[src/rtl/instr_controller.sv]
// Instruction register, decoder and control FSM for the SRM datapath.
// Latches a 16-bit instruction and sequences read, execute and write-back cycles.
module instr_controller (
    input  logic        clk,
    input  logic        reset,
    input  logic        s,
    input  logic        load,
    input  logic [15:0] in,
    output logic        w,
    output logic [2:0]  readnum,
    output logic [2:0]  writenum,
    output logic        write,
    output logic [1:0]  vsel,
    output logic        loada,
    output logic        loadb,
    output logic        loadc,
    output logic        loads,
    output logic        asel,
    output logic        bsel,
    output logic [1:0]  shift,
    output logic [1:0]  ALUop,
    output logic [15:0] sximm8
);

    localparam logic [2:0] S_WAIT      = 3'd0;
    localparam logic [2:0] S_DECODE    = 3'd1;
    localparam logic [2:0] S_GET_A     = 3'd2;
    localparam logic [2:0] S_GET_B     = 3'd3;
    localparam logic [2:0] S_EXEC      = 3'd4;
    localparam logic [2:0] S_WRITE_REG = 3'd5;
    localparam logic [2:0] S_WRITE_IMM = 3'd6;

    logic [2:0]  state_reg, state_next;
    logic [15:0] ir_reg;

    logic [2:0] opcode, rn, rd, rm;
    logic [1:0] op;
    logic       is_mov_imm, is_mov_reg, is_alu, is_cmp, is_mvn;

    assign opcode = ir_reg[15:13];
    assign op     = ir_reg[12:11];
    assign rn     = ir_reg[10:8];
    assign rd     = ir_reg[7:5];
    assign rm     = ir_reg[2:0];

    assign is_mov_imm = (opcode == 3'b110) && (op == 2'b10);
    assign is_mov_reg = (opcode == 3'b110) && (op == 2'b00);
    assign is_alu     = (opcode == 3'b101);
    assign is_cmp     = is_alu && (op == 2'b01);
    assign is_mvn     = is_alu && (op == 2'b11);

    // IR only accepts a new word while idle, so it is stable for a whole instruction.
    always_ff @(posedge clk or posedge reset) begin
        if (reset) begin
            state_reg <= S_WAIT;
            ir_reg    <= 16'h0000;
        end else begin
            state_reg <= state_next;
            if (load && (state_reg == S_WAIT))
                ir_reg <= in;
        end
    end

    always_comb begin
        state_next = state_reg;
        case (state_reg)
            S_WAIT:      if (s) state_next = S_DECODE;
            S_DECODE: begin
                if (is_mov_imm)                state_next = S_WRITE_IMM;
                else if (is_mov_reg || is_mvn) state_next = S_GET_B;
                else if (is_alu)               state_next = S_GET_A;
                else                           state_next = S_WAIT;
            end
            S_GET_A:     state_next = S_GET_B;
            S_GET_B:     state_next = S_EXEC;
            S_EXEC:      state_next = is_cmp ? S_WAIT : S_WRITE_REG;
            S_WRITE_REG: state_next = S_WAIT;
            S_WRITE_IMM: state_next = S_WAIT;
            default:     state_next = S_WAIT;
        endcase
    end

    assign shift  = ir_reg[4:3];
    assign sximm8 = {{8{ir_reg[7]}}, ir_reg[7:0]};
    // MOV reg computes 0 + shifted B, so only the ALU group passes op through.
    assign ALUop  = is_alu ? op : 2'b00;
    assign bsel   = 1'b0;

    always_comb begin
        w        = 1'b0;
        readnum  = 3'd0;
        writenum = 3'd0;
        write    = 1'b0;
        vsel     = 2'b00;
        loada    = 1'b0;
        loadb    = 1'b0;
        loadc    = 1'b0;
        loads    = 1'b0;
        asel     = 1'b0;
        case (state_reg)
            S_WAIT:  w = 1'b1;
            S_GET_A: begin
                readnum = rn;
                loada   = 1'b1;
            end
            S_GET_B: begin
                readnum = rm;
                loadb   = 1'b1;
            end
            S_EXEC: begin
                loadc = ~is_cmp;
                loads = 1'b1;
                asel  = is_mov_reg || is_mvn;
            end
            S_WRITE_REG: begin
                write    = 1'b1;
                vsel     = 2'b00;
                writenum = rd;
            end
            S_WRITE_IMM: begin
                write    = 1'b1;
                vsel     = 2'b10;
                writenum = rn;
            end
            default: ;
        endcase
    end

endmodule

[config.mk]
export PLATFORM = sky130hd
export DESIGN_NAME = instr_controller
export DESIGN_NICKNAME = d
export VERILOG_FILES = /design/src/rtl/instr_controller.sv
export SDC_FILE = /design/constraint.sdc
export NUM_CORES = 1
export LEC_CHECK = 0
export CAP_MARGIN = 20
export CELL_PAD_IN_SITES_DETAIL_PLACEMENT = 0
export CELL_PAD_IN_SITES_GLOBAL_PLACEMENT = 1
export CORE_UTILIZATION = 30
export CTS_BUF_LIST = sky130_fd_sc_hd__clkbuf_8
export CTS_CLUSTER_DIAMETER = 200
export CTS_CLUSTER_SIZE = 16
export DETAILED_ROUTE_END_ITERATION = 8
export PLACE_DENSITY_LB_ADDON = 0.25
export SLEW_MARGIN = 15
export SYNTH_ARGS = -nofsm -noshare
export SYNTH_HDL_FRONTEND = slang
export SYNTH_SLANG_ARGS = --single-unit
[constraint.sdc]
create_clock -name clk -period 1.6 [get_ports clk]
set_input_delay 0.32 -clock clk [delete_from_list [all_inputs] [get_ports clk]]
set_output_delay 0.32 -clock clk [all_outputs]
set_load 0.03 [all_outputs]
==> results by group, run 1 <==
Status
  – Result of the run: finished with violations
  – Violated checks: setup timing

Critical path
  – Data required, critical path: 1280 ps
  – Slowest cell on the critical path: sky130_fd_sc_hd__dfrtp_2
  – Critical path fanouts, max: 4
  – Depth of the worst register-to-register path: 4
  – Critical path, cell by cell: buf_6 -> nor3b_4 -> o211a_1 -> buf_6
  – Delay of the slowest critical-path stage: about 440 ps
  – CP bufs+invs: 2
  – Reg2reg setup slack: ~40 ps
  – Category of the critical setup timing path: register to output pin
  – Critical register-to-register path startpoint: state_reg[1]
  – Reg2reg end: ir_reg[8]
  – Critical path data arrival time: between 1000 and 1500 ps
  – Crit path capture type: output pin
  – Cell with the most instances on the worst path: sky130_fd_sc_hd__buf_6
  – Crit path launch type: register
  – Kind of cell adding the most delay to the critical path: flip-flops

Place
  – Count of input and output buffers: 53
  – Routability congestion estimate: 0.805
  – Placement-stage cell area: around 0.0016 mm²
  – Worst-case setup slack after placement: -20.2 ps
  – Post-detailed-placement half-perimeter wirelength: about 2.1 mm

Synthesis
  – Cell taking the most area after synthesis: sky130_fd_sc_hd__dfrtp_1
  – Mapped Cells: around 110
  – Number of library cell types mapped by synthesis: 32
  – Sequential cell area fraction in the yosys report: 39.3%
  – Post-synth design cell area: around 0.0012 mm²
  – Share of the synthesized area in the top cell type: about two fifths
  – Top cells by area, synth: sky130_fd_sc_hd__dfrtp_1, sky130_fd_sc_hd__buf_4, sky130_fd_sc_hd__mux2_4
  – Total of warnings raised by yosys: 0
  – Post-synthesis area per instance: ~11 µm²
  – Post-synthesis sequential element count: 19

Global routing
  – Pin count of the biggest net entering global routing: 20
  – Vias in the first global route: roughly 1000
  – Number of antenna violations at the first check in global routing: 0
  – Total gr overflow: 0
  – First-pass GRT wire length: roughly 4.5 mm
  – Global routing usage summed across all routing layers: ~14%

Clock tree
  – Num Clock Sinks: 19
  – Clock buffers created by TritonCTS: 3
  – Root buffer cell: sky130_fd_sc_hd__clkbuf_8
  – Clock network latency to the later pin of the worst-skew pair: approximately 250 ps
  – Maximum level of the CTS H-tree: 1
  – Buffer depth of the longest clock path: 2
  – Clock tree from TritonCTS: done
  – Register clock-pin slew on the reported worst setup and hold paths: approximately 70 ps

Die
  – Count of standard-cell rows: 22
  – Area enclosed by the die boundary: around 0.0043 mm²
  – Effective utilization at floorplan: roughly 32%
  – Height of the die: between 60 and 70 µm
  – Boundary pin count: between 50 and 60
  – Floorplan die width: 65.5 µm
  – Core box area: between 0.003 and 0.004 mm²

Timing
  – Period Utilization, post-route: 108%
  – Fin. max-slew vios: 0
  – Fin Clk Skew: roughly 4 ps
  – Fin Setup TNS: -777 ps
  – Count of endpoints failing hold in the final timing report: 0
  – # setup viols final: 11
  – Final critical-path setup slack: -120 ps
  – RSZ-0062 raised after global routing: yes
  – Highest clock rate: 581 MHz
  – Shortest clock period the worst path allows after layout: around 1700 ps

Final layout
  – Commonest non-fill, non-tap cell in the layout: sky130_fd_sc_hd__buf_4
  – # diodes: 0
  – Final non-filler cell area: roughly 0.0019 mm²
  – Number of flip-flops under the largest register name: 16
  – Fraction of the core area covered by cells at the end of the flow: between 50% and 60%
  – Fraction of final layout cells sized beyond drive strength 1: 48.8%
  – Top library cells by usage in the layout, fill and taps aside: sky130_fd_sc_hd__buf_4, sky130_fd_sc_hd__clkdlybuf4s50_1, sky130_fd_sc_hd__dlygate4sd2_1
  – Total Nets Final: ~180
  – Number of fillers in the final layout: between 300 and 400
  – Area Overhead vs Synth: 56.5%

Route
  – Average vias per placed instance: approximately 4.6
  – Routed via count: roughly 950
  – WL per Instance: 14.7 µm
  – DRC viols: 0
  – Wire length after detailed routing: roughly 3.1 mm
  – DRT Pass-1 Iters: 4
  – Routed Antenna Nets: 0
  – Violation count after the first detailed-routing iteration: 22

Pwr
  – Switching share of total power: 45.6%
  – Peak supply drop: between 0.001 and 0.0015 V
  – Combinational Power Share: roughly 66%
  – Relative contribution of sequential cells to total power: 25.6%
  – Internal power of the cells: roughly 2.2 mW
  – Power density over the cells: around 2100 mW/mm²
  – Net switching power: 1.86 mW
  – Leakage power: about 0.9 nW
  – Part of the total power dissipated in the clock network: roughly 8%

Min path
  – Min-delay worst type: input pin to async pin

Flow run
  – Number of violations of the max-capacitance limit: 0
how the worst max path moves through the flow:
| stage | cells after the start | endpoint | from | slack, ps |
|---|---|---|---|---|
| final | 4 | asel | state_reg[0] | -120 |
| after global routing | 4 | asel | state_reg[0] | -210 |
| after CTS | 5 | writenum[1] | state_reg[0] | -120 |
| after detailed placement | 4 | writenum[1] | state_reg[0] | -20 |
| after global placement | 3 | ir_reg[11] | load | -7 |
| after floorplan | 6 | ir_reg[0] | state_reg[1] | -120 |
what timing repair did:
| action | CTS | global route |
|---|---|---|
| hold buffers | 0 | 0 |
| resized for setup | 46 | 12 |
| pin swaps | 5 | 4 |
| cloned | 0 | 1 |
| setup buffers | 11 | 2 |
| endpoints found under the setup margin | 31 | 31 |
power by group through the flow:
stage                     clock network, mW  logic (mW)  registers [mW]
final                                 0.329        2.70            1.04
after global routing                  0.366        2.82            1.09
after CTS                             0.341        2.58            1.03
after detailed placement                  0        2.41            1.03
after global placement                    0        2.41            1.01
after floorplan                           0        2.03           0.918
cell usage after synthesis, drive strengths merged:
master and n:
buf 24, dfrtp 19, mux2 16, nor2 6
nor2b 5, a22oi 4, inv 4, mux2i 3
a21oi 2, and2 2, nor3b 2, o211ai 2
o21ai 2, o31ai 2, a31oi 1, and2b 1
and3 1, and4b 1, clkbuf 1, conb 1
nand2 1, nand2b 1, nand4b 1, nor3 1
nor4b 1, o211a 1, o21a 1
routing by layer:
layer / GRT usage (%) / wire (µm) / share of wire, %
met1: 16.6 / 1280 / 42
met4: 3.26 / 19 / 0.62
met2: 25.0 / 1590 / 52
met3: 4.17 / 170 / 5.6
met5: 0 / 0 / 0
final cells by class:
type                    count  area, µm²  share of cell area [%]
repair buffers             73        678                    35.8
inverters                   4       15.0                   0.793
flip-flops and latches     19        482                    25.4
multi-input cells          60        613                    32.4
clock buffers               3       41.3                    2.18
clock inverters             1       3.75                   0.198
well taps                  48       60.1                    3.17
stage by stage:
| stage | total power [mW] | hold slack (ps) | std cells |
|---|---|---|---|
| 6_report | 4.07 | 389 | 208 |
| 5_1_grt | 4.28 | 395 | 208 |
| 4_1_cts | 3.94 | 393 | 206 |
| 3_5_place_dp | 3.44 | 533 | 191 |
| 3_3_place_gp | 3.42 | 522 | 191 |
| 2_1_floorplan | 2.95 | 271 | 107 |
kinds of logic (layout without fill, tap and decap cells):
family | after synthesis | in the layout | share of synthesized area [%]
other cells | 1 | 2 | 0.310
simple gates | 23 | 24 | 12.6
flops | 19 | 19 | 39.3
compound gates | 15 | 15 | 8.58
buf+inv | 29 | 81 | 18.7
mux | 19 | 19 | 20.5
tightest hold or removal path, delay by kind of cell:
kind                   cells  cell delay (ps)
buffers and inverters      3              710
(Power assumes the default switching activity.)
==> inputs of run 2 (changes only) <==
Settings changed: CORE_UTILIZATION 30 to 32, SETUP_SLACK_MARGIN set to 0.02.
==> run 2 against run 1 <==
Against the previous run:
- the run still ends with setup timing left
- cell count shrank 0.96%
- critical path type unchanged
- clock skew down 1.3 ps
- sequential share of layout area up 0.17 points
- wire length decreased by 13%
- largest cell class unchanged
- non-clock buffer count up 1
- worst hold slack worse by 0.77 ps
- critical path depth unchanged
==> results by group, run 2 (synthesis gave the netlist of run 1 again) <==
Global routing
  – First-pass GRT wire length: 4.27 mm (-5.9%)
  – Number of antenna violations at the first check in global routing: 0 (unchanged)
  – Vias in the first global route: 939 (-6.3%)
  – Total gr overflow: 0 (unchanged)
  – Global routing usage summed across all routing layers: 13.3% (-0.84 points)
  – Pin count of the biggest net entering global routing: 20 (unchanged)

Final layout
  – Fraction of final layout cells sized beyond drive strength 1: 48.8% (unchanged)
  – Commonest non-fill, non-tap cell in the layout: sky130_fd_sc_hd__buf_4
  – # diodes: 0 (unchanged)
  – Storage element area: 480 µm² (-0.26%)
  – Area Overhead vs Synth: 55.0%
  – Top library cells by usage in the layout, fill and taps aside: sky130_fd_sc_hd__buf_4, sky130_fd_sc_hd__clkdlybuf4s50_1, sky130_fd_sc_hd__dlygate4sd2_1
  – Number of flip-flops under the largest register name: 16 (unchanged)
  – Area occupied by multi-input gates: 593 µm² (-3.3%)
  – Number of fillers in the final layout: 336 (+5.7%)
  – Total Nets Final: 181 (unchanged)

Place
  – Post-detailed-placement half-perimeter wirelength: 1.89 mm (-8.6%)
  – Count of input and output buffers: 53 (unchanged)
  – Routability congestion estimate: 0.748 (-7.0%)

Critical path
  – Cell with the most instances on the worst path: sky130_fd_sc_hd__buf_6
  – Critical register-to-register path startpoint: state_reg[1]
  – Category of the critical setup timing path: register to output pin
  – Critical path, cell by cell: buf_6 -> nor3b_4 -> o211a_1 -> buf_6
  – Slowest cell on the critical path: sky130_fd_sc_hd__dfrtp_2
  – CP bufs+invs: 2 (unchanged)
  – Data required, critical path: 1280 ps (about the same)
  – Delay of the slowest critical-path stage: 450 ps (about the same)
  – Depth of the worst register-to-register path: 5 (+1)
  – Critical path fanouts, max: 4 (unchanged)
  – CP Launch Point: state_reg[1]
  – Crit path launch type: register
  – Crit path capture type: output pin
  – Logic depth of the worst setup path including buffers: 4 (unchanged)
  – Critical path data arrival time: 1400 ps (about the same)
  – End of the critical path: asel
  – Reg2reg end: ir_reg[5]
  – Kind of cell adding the most delay to the critical path: flip-flops
  – Reg2reg setup slack: 60 ps (+20 ps)

Timing
  – Final critical-path setup slack: -116 ps (+3.68 ps)
  – Shortest clock period the worst path allows after layout: 1720 ps (-3.68 ps)
  – Fin Clk Skew: 2.70 ps (-1.30 ps)
  – Highest clock rate: 583 MHz (+0.21%)
  – Count of endpoints failing hold in the final timing report: 0 (unchanged)
  – # setup viols final: 10 (-1)
  – Smallest hold slack: 388 ps (-0.766 ps)
  – Fin. max-slew vios: 0 (unchanged)
  – Period Utilization, post-route: 107% (-0.23 points)
  – RSZ-0062 raised after global routing: yes

Pwr
  – Peak supply drop: 0.000710 V (-36%)
  – Combinational Power Share: 65.9% (-0.4 points)
  – Switching share of total power: 45.4% (-0.28 points)
  – Relative contribution of sequential cells to total power: 26.0% (+0.4 points)
  – Net switching power: 1.80 mW (-3.1%)
  – Internal power of the cells: 2.17 mW (-2.0%)
  – Power after layout: 3.97 mW (-2.5%)
  – Part of the total power dissipated in the clock network: 8.1% (about the same)
  – Leakage power: 0.886 nW (-1.4%)
  – Power density over the cells: 2120 mW/mm² (-1.6%)

Route
  – Routed Antenna Nets: 0 (unchanged)
  – Violation count after the first detailed-routing iteration: 22 (unchanged)
  – DRC viols: 0 (unchanged)
  – Wire length after detailed routing: 2.68 mm (-13%)
  – WL per Instance: 13.0 µm (-12%)
  – DRT Pass-1 Iters: 4 (unchanged)
  – Average vias per placed instance: 4.61 (+0.76%)
  – Routed via count: 949 (-0.21%)

Clock tree
  – Buffer depth of the longest clock path: 2 (unchanged)
  – Post-CTS Hold Buffers: 0 (unchanged)
  – Clock tree from TritonCTS: done
  – Register clock-pin slew on the reported worst setup and hold paths: 70 ps (about the same)
  – Clock buffers created by TritonCTS: 3 (unchanged)
  – Num Clock Sinks: 19 (unchanged)
  – Root buffer cell: sky130_fd_sc_hd__clkbuf_8
  – Maximum level of the CTS H-tree: 1 (unchanged)
  – Clock network latency to the later pin of the worst-skew pair: 250 ps (about the same)

Status
  – Result of the run: finished with violations
  – Violated checks: setup timing

Die
  – Height of the die: 63.5 µm (-3.1%)
  – Effective utilization at floorplan: 34.9% (+2.8 points)
  – Boundary pin count: 56 (unchanged)
  – Count of standard-cell rows: 21 (-4.5%)
  – Core box area: 0.00347 mm² (-8.0%)
  – Area enclosed by the die boundary: 0.00403 mm² (-6.1%)
  – Floorplan die width: 63.5 µm (-3.1%)

Min path
  – Min-delay worst type: input pin to async pin

Flow run
  – Number of violations of the max-capacitance limit: 0 (unchanged)
## run 2: layer usage
metal / wire length (µm) / GRT usage [%] / up-vias
met5: 0 / 0 / -
met4: 8 / 2.56 / 0
met3: 100 / 2.36 / 2
met2: 1400 / 23.9 / 30
met1: 1170 / 16.4 / 461
li1: - / - / 456
## run 2: final cells by class
type	instances	share of cell area, %
Timing Repair Buffer	74	36.4
Sequential cell	19	25.6
Clock buffer	3	2.20
Multi-Input combinational cell	59	31.6
Tap cell	46	3.07
Clock inverter	1	0.200
Inverter	4	0.934
## run 2: worst reg2reg max path: cells and delay by family, from the launching register on
| family | cells | cell delay (ps) |
|---|---|---|
| multiplexers | 1 | 300 |
| flip-flops | 1 | 450 |
| AND/OR/NAND/NOR | 2 | 360 |
| buffers and inverters | 2 | 310 |
## run 2: power by group through the flow
stage	clock, mW	combinational (mW)	sequential (mW)
6_report	0.323	2.61	1.03
5_1_grt	0.352	2.75	1.09
3_5_place_dp	0	2.43	1.02
4_1_cts	0.331	2.46	1.01
2_1_floorplan	0	2.03	0.918
3_3_place_gp	0	2.41	1.01
## run 2: metrics by stage
step | utilization (%) | std cells | instance area, µm² | setup WS (ps) | setup TNS (ps)
6_report | 54.1 | 206 | 1880 | -116 | -559
5_1_grt | 54.1 | 206 | 1880 | -161 | -1260
4_1_cts | 51.6 | 202 | 1790 | -99.4 | -592
3_5_place_dp | 47.4 | 191 | 1640 | -5.00 | -6.35
3_3_place_gp | 47.4 | 191 | 1640 | 12.3 | 0
2_1_floorplan | - | 107 | 1230 | -118 | -1300
## run 2: repair_timing
| item | CTS | global route |
|---|---|---|
| buffers inserted | 7 | 5 |
| gates resized for setup | 39 | 15 |
| endpoints found under the setup margin | 31 | 31 |
| gates cloned | 0 | 0 |
| pin swaps | 4 | 3 |
## run 2: worst min path at each step
stage,to,slack (ps),cells past startpoint
after CTS,ir_reg[4],390,3
final,ir_reg[4],390,3
after floorplan,ir_reg[0],270,1
after global placement,ir_reg[4],520,1
after detailed placement,ir_reg[4],530,1
after global routing,ir_reg[4],440,3
